===== src/rtl/mxint_cast_pkg.sv =====
// Shared types and helpers for the MXINT stream cast: bank state, exponent-scale width and a 3-way max.
package mxint_cast_pkg;

    typedef enum logic [1:0] {
        EMPTY   = 2'd0,
        FILLING = 2'd1,
        FULL    = 2'd2
    } bank_state_t;

    // Width of the leading-bit position L; covers input mantissas up to 255 bits.
    localparam int unsigned L_WIDTH = 8;
    // Extra headroom bits so ein + L - (OUT_MAN_WIDTH-1) is computed exactly.
    localparam int unsigned E_GUARD = 2;

    function automatic logic [L_WIDTH-1:0] max3(
        input logic [L_WIDTH-1:0] a,
        input logic [L_WIDTH-1:0] b,
        input logic [L_WIDTH-1:0] c
    );
        logic [L_WIDTH-1:0] m;
        m = (a > b) ? a : b;
        return (m > c) ? m : c;
    endfunction

endpackage


===== src/rtl/mxint_shift_round_sat.sv =====
// One lane of the cast: signed shift by s (right if s >= 0, left otherwise),
// optional round half-up on right shifts, then saturate to OUT_MAN_WIDTH.
module mxint_shift_round_sat #(
    parameter int IN_MAN_WIDTH  = 8,
    parameter int OUT_MAN_WIDTH = 4,
    parameter int SHIFT_WIDTH   = 9,
    parameter int ROUND_NEAREST = 0
) (
    input  logic [IN_MAN_WIDTH-1:0]  mantissa,
    input  logic [SHIFT_WIDTH-1:0]   shift,
    output logic [OUT_MAN_WIDTH-1:0] result,
    output logic                     saturated
);

    localparam int unsigned WW   = IN_MAN_WIDTH + OUT_MAN_WIDTH + 2;
    // Shifts beyond these limits cannot change the saturated result.
    localparam int unsigned LMAX = OUT_MAN_WIDTH + 1;
    localparam int unsigned RMAX = IN_MAN_WIDTH + 1;
    localparam logic signed [WW-1:0] ONE = {{(WW-1){1'b0}}, 1'b1};

    logic signed [WW-1:0] ext;
    logic signed [WW-1:0] biased;
    logic signed [WW-1:0] shifted;
    logic [WW-OUT_MAN_WIDTH:0] top;
    int s_val;
    int unsigned amt;

    always_comb begin
        ext     = {{(WW-IN_MAN_WIDTH){mantissa[IN_MAN_WIDTH-1]}}, mantissa};
        biased  = ext;
        s_val   = int'($signed(shift));
        amt     = 0;
        if (s_val < 0) begin
            amt     = (-s_val > int'(LMAX)) ? LMAX : unsigned'(-s_val);
            shifted = ext <<< amt;
        end else begin
            amt = (s_val > int'(RMAX)) ? RMAX : unsigned'(s_val);
            if (ROUND_NEAREST != 0 && amt != 0) begin
                biased = ext + (ONE << (amt - 1));
            end
            shifted = biased >>> amt;
        end
        top       = shifted[WW-1:OUT_MAN_WIDTH-1];
        saturated = !((&top) || !(|top));
        result    = saturated ? {shifted[WW-1], {(OUT_MAN_WIDTH-1){~shifted[WW-1]}}}
                              : shifted[OUT_MAN_WIDTH-1:0];
    end

endmodule


===== src/rtl/mxint_stream_cast.sv =====
// MXINT block-format stream cast with two ping-pong block banks.
// Define MXINT_STREAM_CAST_SAT_CNT_EN to add the sat_count saturation counter port.
module mxint_stream_cast
    import mxint_cast_pkg::*;
#(
    parameter int IN_MAN_WIDTH  = 8,
    parameter int IN_EXP_WIDTH  = 8,
    parameter int OUT_MAN_WIDTH = 4,
    parameter int OUT_EXP_WIDTH = 8,
    parameter int BLOCK_SIZE    = 4,
    parameter int PARALLELISM   = 2,
    parameter int ROUND_NEAREST = 0
) (
    input  logic                     clk,
    input  logic                     rst,
    input  logic [IN_MAN_WIDTH-1:0]  mdata_in [PARALLELISM],
    input  logic [IN_EXP_WIDTH-1:0]  edata_in,
    input  logic                     data_in_valid,
    output logic                     data_in_ready,
    output logic [OUT_MAN_WIDTH-1:0] mdata_out [PARALLELISM],
    output logic [OUT_EXP_WIDTH-1:0] edata_out,
    output logic                     data_out_valid,
    input  logic                     data_out_ready
`ifdef MXINT_STREAM_CAST_SAT_CNT_EN
    ,
    output logic [15:0]              sat_count
`endif
);

    localparam int NUM_BEATS   = BLOCK_SIZE / PARALLELISM;
    localparam int CNT_W       = (NUM_BEATS > 1) ? $clog2(NUM_BEATS) : 1;
    localparam int EXP_MAX_W   = (IN_EXP_WIDTH > OUT_EXP_WIDTH) ? IN_EXP_WIDTH : OUT_EXP_WIDTH;
    localparam int EI_WIDTH    = EXP_MAX_W + L_WIDTH + E_GUARD;
    localparam int SHIFT_WIDTH = EXP_MAX_W + 1;

    bank_state_t              state [2];
    logic                     wp, rp;
    logic [CNT_W-1:0]         wcnt, rcnt;
    logic [L_WIDTH-1:0]       lrun, l_new;
    logic [L_WIDTH-1:0]       lane_l [PARALLELISM];
    logic [IN_MAN_WIDTH-1:0]  lane_mag [PARALLELISM];
    logic [IN_MAN_WIDTH-1:0]  mem [2][NUM_BEATS][PARALLELISM];
    logic [IN_EXP_WIDTH-1:0]  ein_bank [2];
    logic [OUT_EXP_WIDTH-1:0] e_bank [2];
    logic [IN_EXP_WIDTH-1:0]  ein_cur;
    logic signed [EI_WIDTH-1:0] e_int;
    logic [EI_WIDTH-OUT_EXP_WIDTH:0] e_top;
    logic [OUT_EXP_WIDTH-1:0] e_sat;
    logic [SHIFT_WIDTH-1:0]   shift;
    logic [PARALLELISM-1:0]   lane_sat;
    logic                     in_fire, out_fire, w_last, r_last;

    assign data_in_ready  = (state[wp] != FULL);
    assign data_out_valid = (state[rp] == FULL);
    assign in_fire        = data_in_valid && data_in_ready;
    assign out_fire       = data_out_valid && data_out_ready;
    assign w_last         = (wcnt == CNT_W'(NUM_BEATS - 1));
    assign r_last         = (rcnt == CNT_W'(NUM_BEATS - 1));
    assign edata_out      = e_bank[rp];

    // L per lane: position of the highest set bit of |m|, plus one.
    always_comb begin
        for (int unsigned i = 0; i < PARALLELISM; i++) begin
            lane_mag[i] = mdata_in[i][IN_MAN_WIDTH-1] ? (~mdata_in[i] + 1'b1) : mdata_in[i];
            lane_l[i]   = '0;
            for (int unsigned b = 0; b < IN_MAN_WIDTH; b++) begin
                if (lane_mag[i][b]) lane_l[i] = L_WIDTH'(b + 1);
            end
        end
    end

    always_comb begin
        l_new = lrun;
        for (int unsigned i = 0; i < PARALLELISM; i += 2) begin
            l_new = max3(l_new, lane_l[i], lane_l[(i + 1 < PARALLELISM) ? i + 1 : i]);
        end
    end

    always_comb begin
        ein_cur = (wcnt == '0) ? edata_in : ein_bank[wp];
        e_int   = $signed({{(EI_WIDTH-IN_EXP_WIDTH){ein_cur[IN_EXP_WIDTH-1]}}, ein_cur})
                + $signed({{(EI_WIDTH-L_WIDTH){1'b0}}, l_new})
                - $signed(EI_WIDTH'(OUT_MAN_WIDTH - 1));
        e_top   = e_int[EI_WIDTH-1:OUT_EXP_WIDTH-1];
        if ((&e_top) || !(|e_top)) begin
            e_sat = e_int[OUT_EXP_WIDTH-1:0];
        end else begin
            e_sat = {e_int[EI_WIDTH-1], {(OUT_EXP_WIDTH-1){~e_int[EI_WIDTH-1]}}};
        end
    end

    always_comb begin
        shift = {{(SHIFT_WIDTH-OUT_EXP_WIDTH){e_bank[rp][OUT_EXP_WIDTH-1]}}, e_bank[rp]}
              - {{(SHIFT_WIDTH-IN_EXP_WIDTH){ein_bank[rp][IN_EXP_WIDTH-1]}}, ein_bank[rp]};
    end

    // Write bank is never FULL and read bank always is, so both updates may land in one cycle.
    always_ff @(posedge clk) begin
        if (!rst) begin
            state[0] <= EMPTY;
            state[1] <= EMPTY;
            wp       <= 1'b0;
            rp       <= 1'b0;
            wcnt     <= '0;
            rcnt     <= '0;
            lrun     <= '0;
        end else begin
            if (in_fire) begin
                if (w_last) begin
                    state[wp] <= FULL;
                    wp        <= ~wp;
                    wcnt      <= '0;
                    lrun      <= '0;
                end else begin
                    state[wp] <= FILLING;
                    wcnt      <= wcnt + 1'b1;
                    lrun      <= l_new;
                end
            end
            if (out_fire) begin
                if (r_last) begin
                    state[rp] <= EMPTY;
                    rp        <= ~rp;
                    rcnt      <= '0;
                end else begin
                    rcnt <= rcnt + 1'b1;
                end
            end
        end
    end

    always_ff @(posedge clk) begin
        if (in_fire) begin
            mem[wp][wcnt] <= mdata_in;
            if (wcnt == '0) ein_bank[wp] <= edata_in;
            if (w_last) e_bank[wp] <= e_sat;
        end
    end

    for (genvar g = 0; g < PARALLELISM; g++) begin : g_lane
        mxint_shift_round_sat #(
            .IN_MAN_WIDTH (IN_MAN_WIDTH),
            .OUT_MAN_WIDTH(OUT_MAN_WIDTH),
            .SHIFT_WIDTH  (SHIFT_WIDTH),
            .ROUND_NEAREST(ROUND_NEAREST)
        ) u_lane (
            .mantissa (mem[rp][rcnt][g]),
            .shift    (shift),
            .result   (mdata_out[g]),
            .saturated(lane_sat[g])
        );
    end

`ifdef MXINT_STREAM_CAST_SAT_CNT_EN
    logic [16:0] sat_sum;

    always_comb begin
        sat_sum = {1'b0, sat_count};
        for (int unsigned i = 0; i < PARALLELISM; i++) begin
            sat_sum = sat_sum + 17'(lane_sat[i]);
        end
    end

    always_ff @(posedge clk) begin
        if (!rst) begin
            sat_count <= '0;
        end else if (out_fire) begin
            sat_count <= sat_sum[16] ? 16'hFFFF : sat_sum[15:0];
        end
    end
`else
    logic unused_sat;
    assign unused_sat = ^lane_sat;
`endif

endmodule


===== config.mk =====
export PLATFORM = sky130hd
export DESIGN_NAME = mxint_stream_cast
export DESIGN_NICKNAME = d
export VERILOG_FILES = /design/src/rtl/mxint_cast_pkg.sv /design/src/rtl/mxint_shift_round_sat.sv /design/src/rtl/mxint_stream_cast.sv
export SDC_FILE = /design/constraint.sdc
export NUM_CORES = 1
export LEC_CHECK = 0
export CAP_MARGIN = 40
export CORE_MARGIN = 2
export CORE_UTILIZATION = 60
export CTS_CLUSTER_SIZE = 28
export DETAILED_ROUTE_END_ITERATION = 10
export PLACE_DENSITY_LB_ADDON = 0.25
export SLEW_MARGIN = 25
export SYNTH_ARGS = -nofsm -noshare
export SYNTH_HDL_FRONTEND = slang
export SYNTH_SLANG_ARGS = --single-unit

===== constraint.sdc =====
create_clock -name clk -period 10.9 [get_ports clk]
set_clock_uncertainty 0.15 [all_clocks]
set_input_delay 1.09 -clock clk [delete_from_list [all_inputs] [get_ports clk]]
set_output_delay 1.09 -clock clk [all_outputs]
set_load 0.02 [all_outputs]

# Yosys cells after proc, flatten, opt, wreduce, memory -nomap -nowiden
# Memory sizes are Yosys's and may differ from the RTL's. A register that Yosys moved wholly into a read port is not among the register bits.
# Index checks and enable logic that the tools add are counted.
# Widths: inputs -> output; s select.
[classes]
n_addsub = 8
multipliers = 0
div_mod_pow = 0
order_cmp = 8
n_eq_ne = 2
shift = 4
mux = 72
bitwise_logic = 10
reduce_logical = 19
[op_table]
columns = ["cell", "count"]
rows = [
  ["$mux 8", 19],
  ["$mux 32", 3],
  ["$mux 16", 4],
  ["$sshl 8x32->14", 2],
  ["$sshr 8x32->14", 2],
  ["$mux 1", 36],
  ["$reduce_and 11->1", 3],
  ["$reduce_or 11->1", 3],
  ["$gt 32x4->1 const B", 1],
  ["$neg 9->32", 1],
  ["$mux 14", 2],
  ["$add 8x1->8 const B", 2],
  ["$demux 16 s1", 1],
  ["$gt 8x8->1", 2],
  ["$not 8->8", 2],
  ["$sub 10x3->11 const B", 1],
  ["$add 8x9->10", 1],
  ["$mux 2", 5],
  ["$gt 9x5->1 const B", 1],
  ["$lt 9x1->1 const B", 1],
  ["$sub 8x8->9", 1],
  ["$mux 4", 2],
  ["$not 1->1", 5],
  ["$ge 2x2->1 const B", 2],
  ["other kinds (11)", 21],
]
[word_totals]
register_bits = 12
latch_bits = 0
mem_bits_rw = 100
mem_bits_ro = 0
input_bits = 28
output_inout_bits = 18
elab_cells = 132
n_memories = 4
[mem_list]
columns = ["name", "depth", "word_bits", "read_ports", "rd_ports_with_merged_regs", "write_ports", "line_no", "text"]
rows = [
  ["mem", 2, 32, 1, 1, 1, "mxint_stream_cast.sv:42", "logic [IN_MAN_WIDTH-1:0] mem [2][NUM_BEATS][PARALLELISM];"],
  ["e_bank", 2, 8, 1, 1, 1, "mxint_stream_cast.sv:44", "logic [OUT_EXP_WIDTH-1:0] e_bank [2];"],
  ["ein_bank", 2, 8, 2, 2, 1, "mxint_stream_cast.sv:43", "logic [IN_EXP_WIDTH-1:0] ein_bank [2];"],
  ["state", 2, 2, 2, 2, 2, "mxint_stream_cast.sv:36", "bank_state_t state [2];"],
]

# Logic depth before layout (Yosys ltp)
# Gate-level depths: netlist (run 1).
[depth]
word_depth = 21
depth_mapped = 42
depth_no_buf = 42

# Cells and area by module
# From an unflattened synthesis (run 1), not the netlist that was laid out.
[unflattened]
hier_cells = 963
area_unflattened_um2 = 9366.5
[modules_own_cells]
columns = ["mod", "instances", "cells_each", "area_each_um2", "seq_area_each_um2"]
rows = [
  ["mxint_stream_cast", 1, 486, 6067.1, 3243.1],
  ["mxint_shift_round_sat at g_lane[0].u_lane", 1, 244, 1692.9, 0.0],
  ["mxint_shift_round_sat at g_lane[1].u_lane", 1, 233, 1606.5, 0.0],
]

# Worst setup path before layout (run 1)
# Ideal clock, no wire load.
[synth_timing]
kind = "register -> output"
start = "reg (tool-made name)"
end = "out mdata_out[4] (netlist bit)"
arrival_ns = 7.115
required_time_ns = 9.660
setup_slack_ns = 2.545
path_stages_with_launch = 27
n_path_buf = 6
cell_sequence = "dfxtp_1 -> buf_2 -> buf_2 -> buf_1 -> clkbuf_1 -> mux2_2 -> ha_1 -> inv_1 -> fa_1 -> clkbuf_1 -> nor2b_1 -> nand2_1 -> or3_1 -> clkbuf_1 -> or3_1 -> ha_1 -> nand4b_1 -> nor4_1 -> nand3_1 -> a211o_2 -> nor3_1 -> mux2i_1 -> o21a_1 -> o21ai_1 -> nand4b_1 -> a2bb2oi_2 -> mux2i_1"
[synth_lines]
columns = ["element", "line_no", "text"]
rows = [
  ["end: declaration", "mxint_stream_cast.sv:20", "output logic [OUT_MAN_WIDTH-1:0] mdata_out [PARALLELISM],"],
]

==> results of run 1 <==
-- kinds of logic after synthesis --
logic type	synth area share [%]
AO/OA/AOI/OAI	22.5
XOR/XNOR	1.95
adder cells (fa/ha/maj)	7.33
buffers and inverters	4.46
flip-flops	36.7
multiplexers	10.2
AND/OR/NAND/NOR	16.9
-- metal layers --
metal	routed length (um)	track usage [%]	vias up
met2	11600	50.9	452
li1	-	-	3667
met4	1060	14.4	0
met5	0	0	-
met1	10400	41.7	3700
met3	2120	6.33	81
-- area by class of cell --
class	count	area, sq um
Timing Repair Buffer	61	567
Fill cell	1101	4410
Tap cell	184	230
Clock buffer	18	429
Clock inverter	14	211
Sequential cell	114	3240
Multi-Input combinational cell	744	5210
Inverter	47	176
-- tightest hold or removal path, stage by stage (launching register included) --
cell	delay, ns
dfxtp_1	0.30
o21ai_0	0.06
a21oi_1	0.06
-- flip-flops by register name (all words and copies together), names as in the netlist, named ones only --
name / cells
rp: 1
state: 4
mem: 64
w_last: 1
ein_bank: 16
wp: 1
r_last: 1
lrun: 8
e_bank: 16
-- metrics by stage --
stage          total power [uW]  cells  instance area, sq um  worst slack, ns
6_report                   1820   1182                 10100             1.52
5_1_grt                    1900   1182                 10100            0.994
4_1_cts                    1790   1179                 10000             1.70
3_5_place_dp               1180   1147                  9410             2.03
3_3_place_gp               1180   1144                  9390             2.19
2_1_floorplan              1000    954                  8840             2.55
-- cell usage in the layout, fill, tap and decap left out, types with 4 or more instances in the layout --
| cell type | count |
|---|---|
| dfxtp_1 | 17 |
| ha_1 | 47 |
| mux4_2 | 17 |
| xor2_1 | 4 |
| nand2b_1 | 19 |
| a211oi_1 | 12 |
| and3_1 | 7 |
| buf_4 | 10 |
| clkdlybuf4s50_1 | 45 |
| o21a_1 | 7 |
| nor3_1 | 24 |
| mux2i_1 | 37 |
| or3_1 | 14 |
| edfxtp_1 | 96 |
| clkbuf_16 | 17 |
| nand4_1 | 4 |
| o31ai_1 | 6 |
| a21o_1 | 16 |
| xnor2_1 | 12 |
| a221oi_1 | 5 |
| nor4_1 | 4 |
| o221ai_1 | 4 |
| a22oi_1 | 6 |
| clkinvlp_4 | 4 |
| nand2_1 | 113 |
| bufinv_16 | 5 |
| o22ai_1 | 8 |
| mux2_2 | 12 |
| o21ai_1 | 5 |
| a31oi_1 | 13 |
| nor2_1 | 59 |
| o22a_1 | 5 |
| and2_1 | 13 |
| nand3_1 | 24 |
| o21ai_0 | 80 |
| a21boi_0 | 7 |
| nor2b_1 | 13 |
| a21oi_1 | 61 |
| o211ai_1 | 7 |
| inv_1 | 44 |
-- report_power, final --
part	switching, uW	leakage, uW	total [uW]	internal [uW]
Combinational	449	0.00238	705	256
Clock	196	0.000300	600	404
Sequential	10.3	0.00103	515	505
Total	655	0.00371	1820	1170
-- worst paths after layout --
kind | start | end | slack (ns) | depth (start not counted)
hold reg to reg | state[0][1]$_SDFFE_PP0P_ | state[0][1]$_SDFFE_PP0P_ | 0.33 | 2
setup / recovery | flop | mdata_out[0] | 1.52 | 22
setup reg to reg | lrun[6]$_SDFFE_PN0P_ | e_bank[0][4]$_DFFE_PP_ | 4.70 | 27
hold / removal | state[0][1]$_SDFFE_PP0P_ | state[0][1]$_SDFFE_PP0P_ | 0.33 | 2
==> summary.md, run 1 <==
| Metric | Value |
|---|---|
| Clk sinks | 114 |
| Final Core Density | 69.5% |
| # DRC | 0 |
| Setup TNS after final layout | 0 ns |
| Count of hold-fix buffers inserted at cts | 0 |
| First-pass iteration count of the detailed router | 6 |
| DP HPWL | 17600 um |
| Synth cell types | 93 |
| Worst slew margin | 43.1% |
| Initial antenna violation count | 0 |
| Via count | 7900 |
| Synth area leader | edfxtp_1 |
| Final hold violations | 0 |
| Routed wire per std cell | 21.3 um |
| Core area | 14500 sq um |
| Leading cell type by number of instances after synthesis | nand2_1 |
| Worst Setup End Kind | output port |
| ANT nets after route | 0 |
| Number of port buffers | 45 |
| IO Pins | 46 |
| Synth warn | 0 |
| Die area | 15700 sq um |
| CTS tree | built |
| Syn Std Cell Area | 8840 sq um |
| Final period utilization | 86.1% |
| DRT iter0 DRCs | 1115 |
| Layout cells sized above 1 | 10.6% |
| Syn nets | 1032 |
| Global-route wire length before repair | 39200 um |
| Final #Nets | 1063 |
| Sequential area share after synthesis | 36.7% |
| Leakage | 0.00371 uW |
| Top_reg_cell synth | edfxtp_1 |
| Most Frequent Cell on Critical Path | nand2_1 |
| Unrepaired setup endpoints after global routing | false |
| Vias per cell | 6.68 |
| # setup viols final | 0 |
| Critical-path cell list | mux2_2 -> ha_1 -> nand2_1 -> a211oi_1 -> o21ai_0 -> a211oi_1 -> nand2_1 -> nor2_1 -> nand2_1 -> ha_1 -> nor4b_1 -> nand3_1 -> a211oi_4 -> buf_6 -> nand2_2 -> mux2i_1 -> o32a_1 -> a221oi_1 -> o2111ai_1 -> and2_1 -> a31oi_1 -> clkdlybuf4s50_1 |
| CTS Buf Count | 17 |
| CP delay by family, top | compound AO/OA/AOI/OAI gates |
| H-tree Lvls | 4 |
| Post-Route WL | 25200 um |
| GP Congestion | 0.997 |
| Top cell type's share of synthesized area | 32.6% |
| FP Rows | 44 |
| CTS Buffer Depth | 2 |
| Max-cap violations | 0 |
| #FFs+latches synth | 114 |
| Clock Latency Late Sink | 0.41 ns |
| Setup CP Type | flop to output port |
| Syn Area/Cell | 9.27 sq um |
| Post-cts sizing count | 0 |
| CTS clk-pin slew, worst paths | 0.06 ns |
| Commonest cells post-synth | nand2_1 (113), edfxtp_1 (96), o21ai_0 (80), a21oi_1 (61), nor2_1 (61) |
| Crit path largest cell delay | 0.73 ns |
| Outcome | finished, final reports clean |
| Die height | 125 um |
| Vias in the first global route | 7442 |
| HP Class | flop to flop |
| CTS root buf | clkbuf_16 |
| Worst Path Arrival | 8.14 ns |
| Worst vdd ir | 0.000126 V |
| Fmax | 107 MHz |
| Area grow syn2layout | 13.9% |
| Worst path bufs/invs | 2 |
| Die W | 125 um |
| Total grt overflow | 0 |
| FFs w/ async S/R, synth | 0% |
| Syn Inst Count | 954 |
| Startpoint types | flop |
| Total track usage | 31.7% |
| Slowest CP cell | a211oi_1 |
| Crit path time final | 9.38 ns |
| Initial core utilization | 61.1% |
| Critical Path RT | 9.66 ns |
| Post-CTS setup buffers | 0 |
| Largest net degree at the start of global routing | 34 |
| PwrDens | 181 nW/um^2 |
| Post-synth EDFFs | 96 |
| Inserted Diodes | 0 |
| Worst Max-Slew Pin Slew | 0.849 ns |
| Top cells by area, synth | edfxtp_1 (33%), ha_1 (6.7%), nand2_1 (4.8%) |
| Crit-path max FO | 17 |
| Final Max Slew Viols | 0 |
| Hold Slack | 0.328 ns |
No activity file was read; power rests on OpenSTA's default activity.
==> run 2, diff against run 1 <==
--- a/config.mk
+++ b/config.mk
@@ -10,6 +10,7 @@
 export CORE_UTILIZATION = 60
 export CTS_CLUSTER_SIZE = 28
 export DETAILED_ROUTE_END_ITERATION = 10
+export HOLD_SLACK_MARGIN = 0.02
 export PLACE_DENSITY_LB_ADDON = 0.25
 export SLEW_MARGIN = 25
 export SYNTH_ARGS = -nofsm -noshare
==> results of run 2 <==
Same layout as run 1: the final DEF is identical, and so are final timing and power.
